## config.mk

```make
export PLATFORM = sky130hd
export DESIGN_NAME = uart_fifo_core
export DESIGN_NICKNAME = d
export VERILOG_FILES = /design/src/rtl/uart_fifo_core.sv
export SDC_FILE = /design/constraint.sdc
export NUM_CORES = 1
export LEC_CHECK = 0
export CAP_MARGIN = 0
export CORE_MARGIN = 1
export CORE_UTILIZATION = 38
export CTS_BUF_LIST = sky130_fd_sc_hd__clkbuf_4
export DETAILED_ROUTE_END_ITERATION = 16
export HOLD_SLACK_MARGIN = 0.15
export SYNTH_ARGS = -nofsm -noshare
export SYNTH_HDL_FRONTEND = slang
export SYNTH_SLANG_ARGS = --single-unit
```

## constraint.sdc

```tcl
create_clock -name clk -period 7.6 [get_ports clk]
set_clock_uncertainty 0.15 [all_clocks]
set_input_delay 2.28 -clock clk [delete_from_list [all_inputs] [get_ports clk]]
set_output_delay 2.28 -clock clk [all_outputs]
set_load 0.01 [all_outputs]
```

## src/rtl/uart_fifo_core.sv

```systemverilog
// UART core: TX word FIFO feeding a frame shifter, plus an independent oversampling-free
// mid-bit RX deserialiser. Frame = start, DATA_WIDTH bits LSB first, optional parity, stop.
module uart_fifo_core #(
  parameter int unsigned CLOCKS_PER_PULSE = 5208,
  parameter int unsigned DATA_WIDTH       = 8,
  parameter bit          PARITY_EN        = 1'b0,
  parameter bit          PARITY_ODD       = 1'b0,
  parameter int unsigned TX_FIFO_DEPTH    = 4
) (
  input  logic                  clk,
  input  logic                  rstn,
  input  logic [DATA_WIDTH-1:0] data_input,
  input  logic                  data_en,
  output logic                  tx_full,
  output logic                  tx_busy,
  output logic                  tx,
  input  logic                  rx,
  output logic                  ready,
  output logic [DATA_WIDTH-1:0] data_output,
  output logic                  parity_err,
  output logic                  frame_err
);

  localparam int unsigned CW = $clog2(CLOCKS_PER_PULSE);
  localparam int unsigned IW = $clog2(DATA_WIDTH);
  localparam int unsigned AW = $clog2(TX_FIFO_DEPTH);

  localparam logic [CW-1:0] BitLast  = CW'(CLOCKS_PER_PULSE - 1);
  localparam logic [CW-1:0] HalfLast = CW'(CLOCKS_PER_PULSE / 2 - 1);
  localparam logic [IW-1:0] IdxLast  = IW'(DATA_WIDTH - 1);
  localparam logic [AW:0]   FifoFull = (AW + 1)'(TX_FIFO_DEPTH);

  typedef enum logic [2:0] {StIdle, StStart, StData, StParity, StStop} state_e;

  // ---------------------------------------------------------------- TX FIFO
  logic [DATA_WIDTH-1:0] fifo_mem [TX_FIFO_DEPTH];
  logic [AW-1:0]         wr_ptr_q, rd_ptr_q;
  logic [AW:0]           count_q;
  logic                  fifo_empty, push, pop;
  logic [DATA_WIDTH-1:0] fifo_head;

  assign fifo_empty = (count_q == '0);
  assign tx_full    = (count_q == FifoFull);
  assign push       = data_en && !tx_full;
  assign fifo_head  = fifo_mem[rd_ptr_q];

  always_ff @(posedge clk or negedge rstn) begin
    if (!rstn) begin
      wr_ptr_q <= '0;
      rd_ptr_q <= '0;
      count_q  <= '0;
    end else begin
      if (push) wr_ptr_q <= wr_ptr_q + AW'(1);
      if (pop)  rd_ptr_q <= rd_ptr_q + AW'(1);
      if (push && !pop)      count_q <= count_q + (AW + 1)'(1);
      else if (pop && !push) count_q <= count_q - (AW + 1)'(1);
    end
  end

  always_ff @(posedge clk) begin
    if (push) fifo_mem[wr_ptr_q] <= data_input;
  end

  // ---------------------------------------------------------------- TX shifter
  state_e                tx_state_q;
  logic [CW-1:0]         tx_cyc_q;
  logic [IW-1:0]         tx_idx_q;
  logic [DATA_WIDTH-1:0] tx_shift_q;
  logic                  tx_par_q, tx_q, tx_line_busy_q, tx_bit_end;

  assign tx_bit_end = (tx_cyc_q == BitLast);
  // Pop either from idle or on the last cycle of a stop bit, so frames run back to back.
  assign pop     = !fifo_empty && ((tx_state_q == StIdle) || (tx_state_q == StStop && tx_bit_end));
  assign tx      = tx_q;
  // tx is registered one cycle behind the state, so the stop bit outlives StStop by a cycle.
  assign tx_busy = !fifo_empty || (tx_state_q != StIdle) || tx_line_busy_q;

  always_ff @(posedge clk or negedge rstn) begin
    if (!rstn) begin
      tx_state_q     <= StIdle;
      tx_cyc_q       <= '0;
      tx_idx_q       <= '0;
      tx_shift_q     <= '0;
      tx_par_q       <= 1'b0;
      tx_q           <= 1'b1;
      tx_line_busy_q <= 1'b0;
    end else begin
      tx_line_busy_q <= (tx_state_q != StIdle);
      unique case (tx_state_q)
        StStart:  tx_q <= 1'b0;
        StData:   tx_q <= tx_shift_q[0];
        StParity: tx_q <= tx_par_q;
        default:  tx_q <= 1'b1;
      endcase

      if (tx_state_q == StIdle) begin
        if (pop) begin
          tx_shift_q <= fifo_head;
          tx_par_q   <= ^fifo_head ^ PARITY_ODD;
          tx_cyc_q   <= '0;
          tx_state_q <= StStart;
        end
      end else if (!tx_bit_end) begin
        tx_cyc_q <= tx_cyc_q + CW'(1);
      end else begin
        tx_cyc_q <= '0;
        unique case (tx_state_q)
          StStart: begin
            tx_idx_q   <= '0;
            tx_state_q <= StData;
          end
          StData: begin
            tx_shift_q <= tx_shift_q >> 1;
            if (tx_idx_q == IdxLast) tx_state_q <= PARITY_EN ? StParity : StStop;
            else                     tx_idx_q   <= tx_idx_q + IW'(1);
          end
          StParity: tx_state_q <= StStop;
          StStop: begin
            if (pop) begin
              tx_shift_q <= fifo_head;
              tx_par_q   <= ^fifo_head ^ PARITY_ODD;
              tx_state_q <= StStart;
            end else begin
              tx_state_q <= StIdle;
            end
          end
          default: tx_state_q <= StIdle;
        endcase
      end
    end
  end

  // ---------------------------------------------------------------- RX
  logic [1:0]            rx_sync_q;
  logic                  rx_s, rx_prev_q, rx_par_q, rx_bit_end;
  state_e                rx_state_q;
  logic [CW-1:0]         rx_cyc_q;
  logic [IW-1:0]         rx_idx_q;
  logic [DATA_WIDTH-1:0] rx_shift_q;

  assign rx_s       = rx_sync_q[1];
  assign rx_bit_end = (rx_cyc_q == BitLast);

  always_ff @(posedge clk or negedge rstn) begin
    if (!rstn) begin
      rx_sync_q   <= 2'b11;
      rx_prev_q   <= 1'b1;
      rx_state_q  <= StIdle;
      rx_cyc_q    <= '0;
      rx_idx_q    <= '0;
      rx_shift_q  <= '0;
      rx_par_q    <= 1'b0;
      data_output <= '0;
      ready       <= 1'b0;
      parity_err  <= 1'b0;
      frame_err   <= 1'b0;
    end else begin
      rx_sync_q  <= {rx_sync_q[0], rx};
      rx_prev_q  <= rx_s;
      ready      <= 1'b0;
      parity_err <= 1'b0;
      frame_err  <= 1'b0;
      unique case (rx_state_q)
        StIdle: begin
          if (rx_prev_q && !rx_s) begin
            rx_cyc_q   <= '0;
            rx_state_q <= StStart;
          end
        end
        StStart: begin
          if (rx_cyc_q == HalfLast) begin
            // A line already back high at mid-start is a glitch, not a frame.
            rx_cyc_q   <= '0;
            rx_idx_q   <= '0;
            rx_state_q <= rx_s ? StIdle : StData;
          end else begin
            rx_cyc_q <= rx_cyc_q + CW'(1);
          end
        end
        StData: begin
          if (rx_bit_end) begin
            rx_cyc_q   <= '0;
            rx_shift_q <= {rx_s, rx_shift_q[DATA_WIDTH-1:1]};
            if (rx_idx_q == IdxLast) rx_state_q <= PARITY_EN ? StParity : StStop;
            else                     rx_idx_q   <= rx_idx_q + IW'(1);
          end else begin
            rx_cyc_q <= rx_cyc_q + CW'(1);
          end
        end
        StParity: begin
          if (rx_bit_end) begin
            rx_cyc_q   <= '0;
            rx_par_q   <= rx_s;
            rx_state_q <= StStop;
          end else begin
            rx_cyc_q <= rx_cyc_q + CW'(1);
          end
        end
        StStop: begin
          if (rx_bit_end) begin
            rx_cyc_q   <= '0;
            rx_state_q <= StIdle;
            if (rx_s) begin
              data_output <= rx_shift_q;
              ready       <= 1'b1;
              parity_err  <= PARITY_EN && ((^rx_shift_q ^ PARITY_ODD) != rx_par_q);
            end else begin
              frame_err <= 1'b1;
            end
          end else begin
            rx_cyc_q <= rx_cyc_q + CW'(1);
          end
        end
        default: rx_state_q <= StIdle;
      endcase
    end
  end

endmodule

```

[After elaboration in Yosys (flattened, before gate mapping)]
Memories as Yosys holds them, arrays and structs flattened.
Cells that the tools add are included.
Word-level totals
  register bits after elaboration: 77
  bits in writable memories: 32
  input bits: 12
  output and inout port bits: 14
  memories kept: 1
Memory list
  fifo_mem: depth 4, bits a word 8, rd ports 1, clocked after Yosys merged registers in 0, write ports 1, line 36  | logic [DATA_WIDTH-1:0] fifo_mem [TX_FIFO_DEPTH];
Cells by class
  add/sub/neg operators: 8
  equal/unequal tests: 24
  mux-type cells: 46
  bitwise gates (word level): 1
  reduce and logical (&&, ||, !) cells: 36
Operator list (count)
  13-bit 2-to-1 mux: 6
  3-bit 2-to-1 mux: 16
  13-bit case mux with 3 select lines: 1
  13-bit by 1-bit adder with 13-bit output, second input constant: 2
  13-bit == test, second input constant: 2
  8-bit 2-to-1 mux: 3
  2-bit != test, second input constant: 9
  8-bit case mux with 2 select lines: 1
  3-bit == test, second input constant: 5
  3-bit case mux with 5 select lines: 1
  13-bit by 12-bit == test with 1-bit output, second input constant: 1
  1-bit 2-to-1 mux: 13
  3-bit by 2-bit == test with 1-bit output, second input constant: 4
  3-bit case mux with 2 select lines: 2
  3-bit case mux with 4 select lines: 1
  2-bit nonzero test: 5
  3-bit by 1-bit adder with 3-bit output, second input constant: 3
  3-bit zero test: 3
  3-bit nonzero test: 3
  2-bit AND reduction: 4
  4-bit AND reduction: 2
  8-bit parity: 1
  3-bit by 1-bit == test with 1-bit output, second input constant: 2
  1-bit logical AND: 6
  other kinds (11): 19

[Depth between registers and ports, before layout]
Gate-level depths: netlist of run 1.
  depth after elaboration: 8
  gate-level depth with buffers: 12
  mapped depth without buffers: 11

[Worst setup path before layout of run 1]
No wires, ideal clock.
  path kind: input -> register
  from: input data_en
  to: register count_q[2]
  setup time: 0.079 ns
  arrival: 3.598 ns
  required time: 7.371 ns
  setup slack: 3.773 ns
  stages on the path: 8
  path buffers: 1
  cells stage by stage: nor2b_1 > clkbuf_1 > ha_1 > inv_1 > fa_1 > xor2_1 > nor2_1 > xor2_1
Between the ends
  cells in the longest elaborated chain, start to end: 4
RTL lines
  start, declared: line 13  | input logic data_en,
  1-bit logical AND (*): line 44  | assign push = data_en && !tx_full;
  named net push: line 39  | logic fifo_empty, push, pop;
  1-bit zero test: line 56  | else if (pop && !push) count_q <= count_q - (AW + 1)'(1);
  1-bit logical AND: line 56
  2-bit nonzero test (no line)
  end signal, assigned: line 55  | if (push && !pop) count_q <= count_q + (AW + 1)'(1);
  end signal, assigned: line 56
  end, declared: line 38  | logic [AW:0] count_q;
Mark *: on every way through the listed nets, which the timed path passes. The rest lies on a longest branch.
A chain may end at the register's enable or synchronous reset.

[Worst setup path in the final report of run 1]
  from: register count_q[0]
  to: output tx_busy
Between the ends
  cells in the longest elaborated chain, start to end: 4
RTL lines
  3-bit zero test: line 42  | assign fifo_empty = (count_q == '0);
  1-bit zero test: line 76  | assign tx_busy = !fifo_empty || (tx_state_q != StIdle) || tx_line_busy_q;
  1-bit logical OR (2 in a row): line 76
  end, declared: line 15  | output logic tx_busy,
No other way between the ends.

==> results of run 1 <==
kinds of logic after synthesis:
family	after synthesis	share of synthesized area [%]
muxes	31	8.71
other	1	0.0715
xor gates and xnor gates	19	3.17
and+or+nand+nor	151	17.4
AOI/OAI and AO/OA	75	9.45
adders and majority gates	12	3.01
buffers and inverters	33	3.01
DFF	109	55.2
registers in the layout, indices dropped and copies added, names as in the netlist, 8 cells and up:
signal	cells
data_output	8
rx_cyc_q	13
tx_cyc_q	13
fifo_mem	32
tx_shift_q	8
rx_shift_q	8
layer usage:
layer | up-vias | share of wire, % | track usage [%]
li1 | 1631 | - | -
met1 | 1640 | 48 | 18.4
met2 | 55 | 48 | 21.9
met3 | 6 | 3.9 | 4.50
met4 | 0 | 0.91 | 4.22
met5 | - | 0 | 0
worst max-delay path: cells and delay by family, from the launching register on:
kind,cells,cell delay (ps)
buf+inv,1,490
flops,1,470
simple gates,3,1160
layout by cell type, fill, tap and decap left out, types with 5 or more instances in the layout:
master and instances:
dfrtp_1 73, nand2_1 38, edfxtp_1 32, o21ai_0 26, nor2_1 23, clkdlybuf4s50_1 23, mux2_2 18, inv_1 16
nand3_1 14, xnor2_1 14, a21oi_1 11, ha_1 11, nor3_1 9, clkbuf_4 9, mux4_1 6, o22ai_1 6
nand4_1 6, or3_1 6, and4bb_2 5, xor2_1 5
report_power, final:
group	total (mW)	internal (mW)	switching [mW]	leakage (nW)
Combinational	0.477	0.242	0.236	0.925
Sequential	0.824	0.718	0.107	1.30
Clock	0.290	0.102	0.189	0.0737
Total	1.59	1.06	0.531	2.29
how the worst min path moves through the flow:
stage	from	slack (ps)	endpoint
after floorplan	rx_sync_q[0]	200	rx_sync_q[1]
after global placement	rx_sync_q[0]	200	rx_sync_q[1]
after detailed placement	rx_sync_q[0]	200	rx_sync_q[1]
after CTS	rx_sync_q[0]	220	rx_sync_q[1]
after global routing	rx_sync_q[0]	230	rx_sync_q[1]
final	rx_sync_q[0]	220	rx_sync_q[1]
metrics by stage:
| stage | std cells | total power, mW |
|---|---|---|
| final | 631 | 1.59 |
| after global routing | 631 | 1.71 |
| after CTS | 631 | 1.61 |
| after detailed placement | 615 | 1.32 |
| after global placement | 615 | 1.30 |
| after floorplan | 431 | 1.22 |
cell type report:
class / instances / area [µm²]
Sequential cell: 109 / 2890
Fill cell: 1248 / 7600
Inverter: 17 / 63.8
Clock inverter: 7 / 76.3
Clock buffer: 9 / 67.6
Multi-Input combinational cell: 289 / 2190
Tap cell: 176 / 220
Timing Repair Buffer: 24 / 238
==> metrics, run 1 <==
H-tree depth 3; most frequent cells after synthesis dfrtp_1 (73), nand2_1 (38), edfxtp_1 (32), o21ai_0 (26), nor2_1 (23); FF-to-FF setup slack 4610 ps; worst-path cell chain nor3_1, and3_1, nand2b_1, clkdlybuf4s50_1; clk slew on worst S/H paths 160 ps; Resized Gates After CTS 0; kind of start point of the critical path register; crit path max fanout 14; Hold WC Path Type register to register; Final Max Tran Viols 0; final critical-path required period 5030 ps; TritonCTS Sinks 109; CP required 5170 ps; final hold vios 0; first-pass GRT wire length 15.7 mm; outcome finished, final reports clean; # port buffers 24; area delta synth->final 9.69%; share of flip-flops with an asynchronous set or reset 70.6%; Hold Path Depth 0; Crit Path Class register to output pin; vias in the first global route 3183; largest net degree at the start of global routing 78; Detailed Route WL 9.06 mm; Synth Flop Type dfrtp_1; DRC Markers 0; Ys Warns 0; LEAKAGE 2.29 nW; design area 0.00575 mm²; EDFF count, synth 32; initial core utilization 39.3%; Max Cap Violations 0; Worst R2R Start tx_cyc_q[0]; post-DP HPWL 6.46 mm; GRT Total Usage 14.0%; post-DR vias/cell 5.28; VDD IR max 0.155 mV; pre-CTS WS 3000 ps; unrepaired setup endpoints after global routing false; post-synth top area share 34.9%; Die Ht 119 µm; Final setup viols 0; clock latency at the later pin of the worst-skew pair 470 ps; count leader, synth dfrtp_1; ANT cells 0; ANT nets after route 0; CTS tree built; Fmax 199 MHz; Num CTS Buffers 9; post-route setup slack 2570 ps; CP startpoint count_q[0]; Worst R2R Path Depth 11; crit path to tx_busy; initial DRC count 246; CP arrival 2600 ps; final core utilization 43.1%; Post-Syn Nets 455; Worst path max stage delay 560 ps; gr ovfl total 0; crit path capture type output pin; initial antenna violation count 0; CTS Root Cell clkbuf_4; slew margin rel. 36.0%; syn avg cell area 12.2 µm²; fin crit share 66.2%; worst-margin pin slew 960 ps; share of cells above drive strength 1 14.7%; Wirelength per Cell 14.4 µm; Worst path slowest cell and3_1; post-place instance area 0.00561 mm²; Ports 26; top cells by area, synth dfrtp_1 (35%), edfxtp_1 (18%), mux2_2 (3.9%), mux4_1 (3.0%), nand2_1 (2.7%); Die Wd 119 µm; #FFs+latches synth 109; die area 0.0143 mm²; nets 474; Seq/Total Area, Yosys 55.2%; GP Congestion 0.839; dominant cell type by area after synthesis dfrtp_1; clk buf depth 2; Vias 3332; Post-CTS Setup Repair Bufs 0; Synth cell types 77; setup TNS 0 ps; row cnt 42; Post-Synthesis Cells 431; # hold bufs at CTS 0; pwr/cell area 277 mW/mm²; FF-to-FF End count_q[2]; Hold Slack 218 ps; Mapped Area 0.00524 mm²; core area 0.0133 mm²; drt pass-1 iters 4
(Power assumes the default switching activity.)
==> run 2, diff against run 1 <==
==> constraint.sdc (replaced) <==
create_clock -name clk -period 4.59 [get_ports clk]
set_clock_uncertainty 0.15 [all_clocks]
set_input_delay 1.377 -clock clk [delete_from_list [all_inputs] [get_ports clk]]
set_output_delay 1.377 -clock clk [all_outputs]
set_load 0.01 [all_outputs]
==> run 2 against run 1 <==
  * Final cell count rose by 0.16%
  * Critical path depth rose by 1
  * Via count fell by 1.4%
  * Sequential power rose by 66%
  * Clock-buffer cell count did not move
  * Clock power rose by 67%
  * Utilization barely moved
  * Routed wire length rose by 1.8%
  * Largest power group unchanged
==> metrics, run 2 (synthesis gave the netlist of run 1 again) <==
clk slew on worst S/H paths 170 ps (was 160 ps); Final setup viols 0 (unchanged); CP required 3060 ps (was 5170 ps); Die Ht 119 µm (unchanged); GP Congestion 0.822 (was 0.839); crit path max fanout 14 (unchanged); first-pass GRT wire length 16.2 mm (was 15.7 mm); drt pass-1 iters 4 (unchanged); Detailed Route WL 9.22 mm (was 9.06 mm); ANT nets after route 0 (unchanged); Die Wd 119 µm (unchanged); Top reg by flops fifo_mem (unchanged); Final Max Tran Viols 0 (unchanged); CP arrival 2470 ps (was 2600 ps); die area 0.0143 mm² (unchanged); GRT Total Usage 14.4% (was 14.0%); ANT cells 0 (unchanged); clock latency at the later pin of the worst-skew pair 490 ps (was 470 ps); Wirelength per Cell 14.6 µm (was 14.4 µm); worst-path cell chain nor3_1, and3_1, buf_4, nand2b_1, clkdlybuf4s50_1 (was nor3_1, and3_1, nand2b_1, clkdlybuf4s50_1); nets 475 (was 474); row cnt 42 (unchanged); TritonCTS Sinks 109 (unchanged); area delta synth->final 9.81% (was 9.69%); fillers 1243 (was 1248); Resized Gates After CTS 0 (unchanged); final hold vios 0 (unchanged); initial core utilization 39.3% (unchanged); crit path capture type output pin (unchanged); biggest regs fifo_mem x32, rx_cyc_q x13, tx_cyc_q x13 (unchanged); H-tree depth 3 (unchanged); initial DRC count 207 (was 246); unrepaired setup endpoints after global routing false (unchanged); slew margin rel. 35.3% (was 36.0%); Hold WC Path Type register to register (unchanged); Ports 26 (unchanged); gr ovfl total 0 (unchanged); outcome finished, final reports clean (unchanged); post-DP HPWL 6.45 mm (was 6.46 mm); post-layout power 2.65 mW (was 1.59 mW); # hold bufs at CTS 0 (unchanged); Crit Path Class register to output pin (unchanged); Worst path max stage delay 520 ps (was 560 ps); worst-margin pin slew 971 ps (was 960 ps); Post-CTS Setup Repair Bufs 0 (unchanged); # port buffers 24 (unchanged); initial antenna violation count 0 (unchanged); kind of start point of the critical path register (unchanged); fin crit share 87.1%; commonest non-fill, non-tap cell in the layout dfrtp_1 (unchanged); vias in the first global route 3269 (was 3183); Vias 3284 (was 3332); LEAKAGE 2.29 nW (about the same); Worst path slowest cell nor3_1 (was and3_1); DRC Markers 0 (unchanged); CTS tree built (unchanged); Max Cap Violations 0 (unchanged); pwr/cell area 460 mW/mm² (was 277 mW/mm²); Fmax 250 MHz; share of cells above drive strength 1 15.1% (was 14.7%); final critical-path required period 4000 ps; Num CTS Buffers 9 (unchanged); VDD IR max 0.274 mV (was 0.155 mV); post-DR vias/cell 5.20 (was 5.28); largest net degree at the start of global routing 78 (unchanged); commonest cells after routing, fill and taps aside dfrtp_1 (73), nand2_1 (38), edfxtp_1 (32) (unchanged); max FFs per register 32 (unchanged); clk buf depth 2 (unchanged); CTS Root Cell clkbuf_4 (unchanged); setup TNS 0 ps (unchanged); core area 0.0133 mm² (unchanged)
run 2: power breakdown:
group	internal, mW	switching [mW]	total (mW)
registers	1.19	0.179	1.37
logic	0.402	0.392	0.794
clock network	0.167	0.318	0.485
total	1.76	0.889	2.65
run 2: final timing paths:
check,start,end,slack (ps),cells past startpoint
min in group asynchronous,rstn,rx_cyc_q[10],850,1
max,count_q[0],tx_busy,590,5
max reg2reg,tx_cyc_q[0],count_q[2],1630,11
max in group asynchronous,rstn,wr_ptr_q[1],2790,1
min,rx_sync_q[0],rx_sync_q[1],220,0
min reg2reg,rx_sync_q[0],rx_sync_q[1],220,0
run 2: critical path, delay by kind of cell, from the launching register on:
family / cells / cell delay (ps)
and+or+nand+nor: 3 / 830
buffers and inverters: 2 / 660
DFF: 1 / 480
run 2: final cells by class:
cell class,instances,area [µm²],area share (%)
Clock buffer,9,67.6,1.17
Timing Repair Buffer,25,245,4.26
Multi-Input combinational cell,289,2190,38.1
Sequential cell,109,2890,50.3
Clock inverter,7,75.1,1.30
Inverter,17,63.8,1.11
Tap cell,176,220,3.83
run 2: per-stage QoR:
| step | utilization [%] | std cells | hold WS, ps | setup WS (ps) | cell area [µm²] |
|---|---|---|---|---|---|
| after global placement | 42.1 | 616 | 200 | 950 | 5610 |
| final | 43.1 | 632 | 217 | 591 | 5760 |
| after detailed placement | 42.1 | 616 | 199 | 863 | 5610 |
| after floorplan | - | 431 | 195 | 1670 | 5240 |
| after CTS | 43.1 | 632 | 219 | 507 | 5760 |
| after global routing | 43.1 | 632 | 226 | 402 | 5760 |
run 2: layer usage:
layer  share of wire (%)  up-vias  GRT usage (%)
met4                 1.8        0           6.09
met1                  48     1591           19.1
met3                 3.7       12           3.98
met5                   0        -              0
met2                  47       54           22.3
li1                    -     1627              -
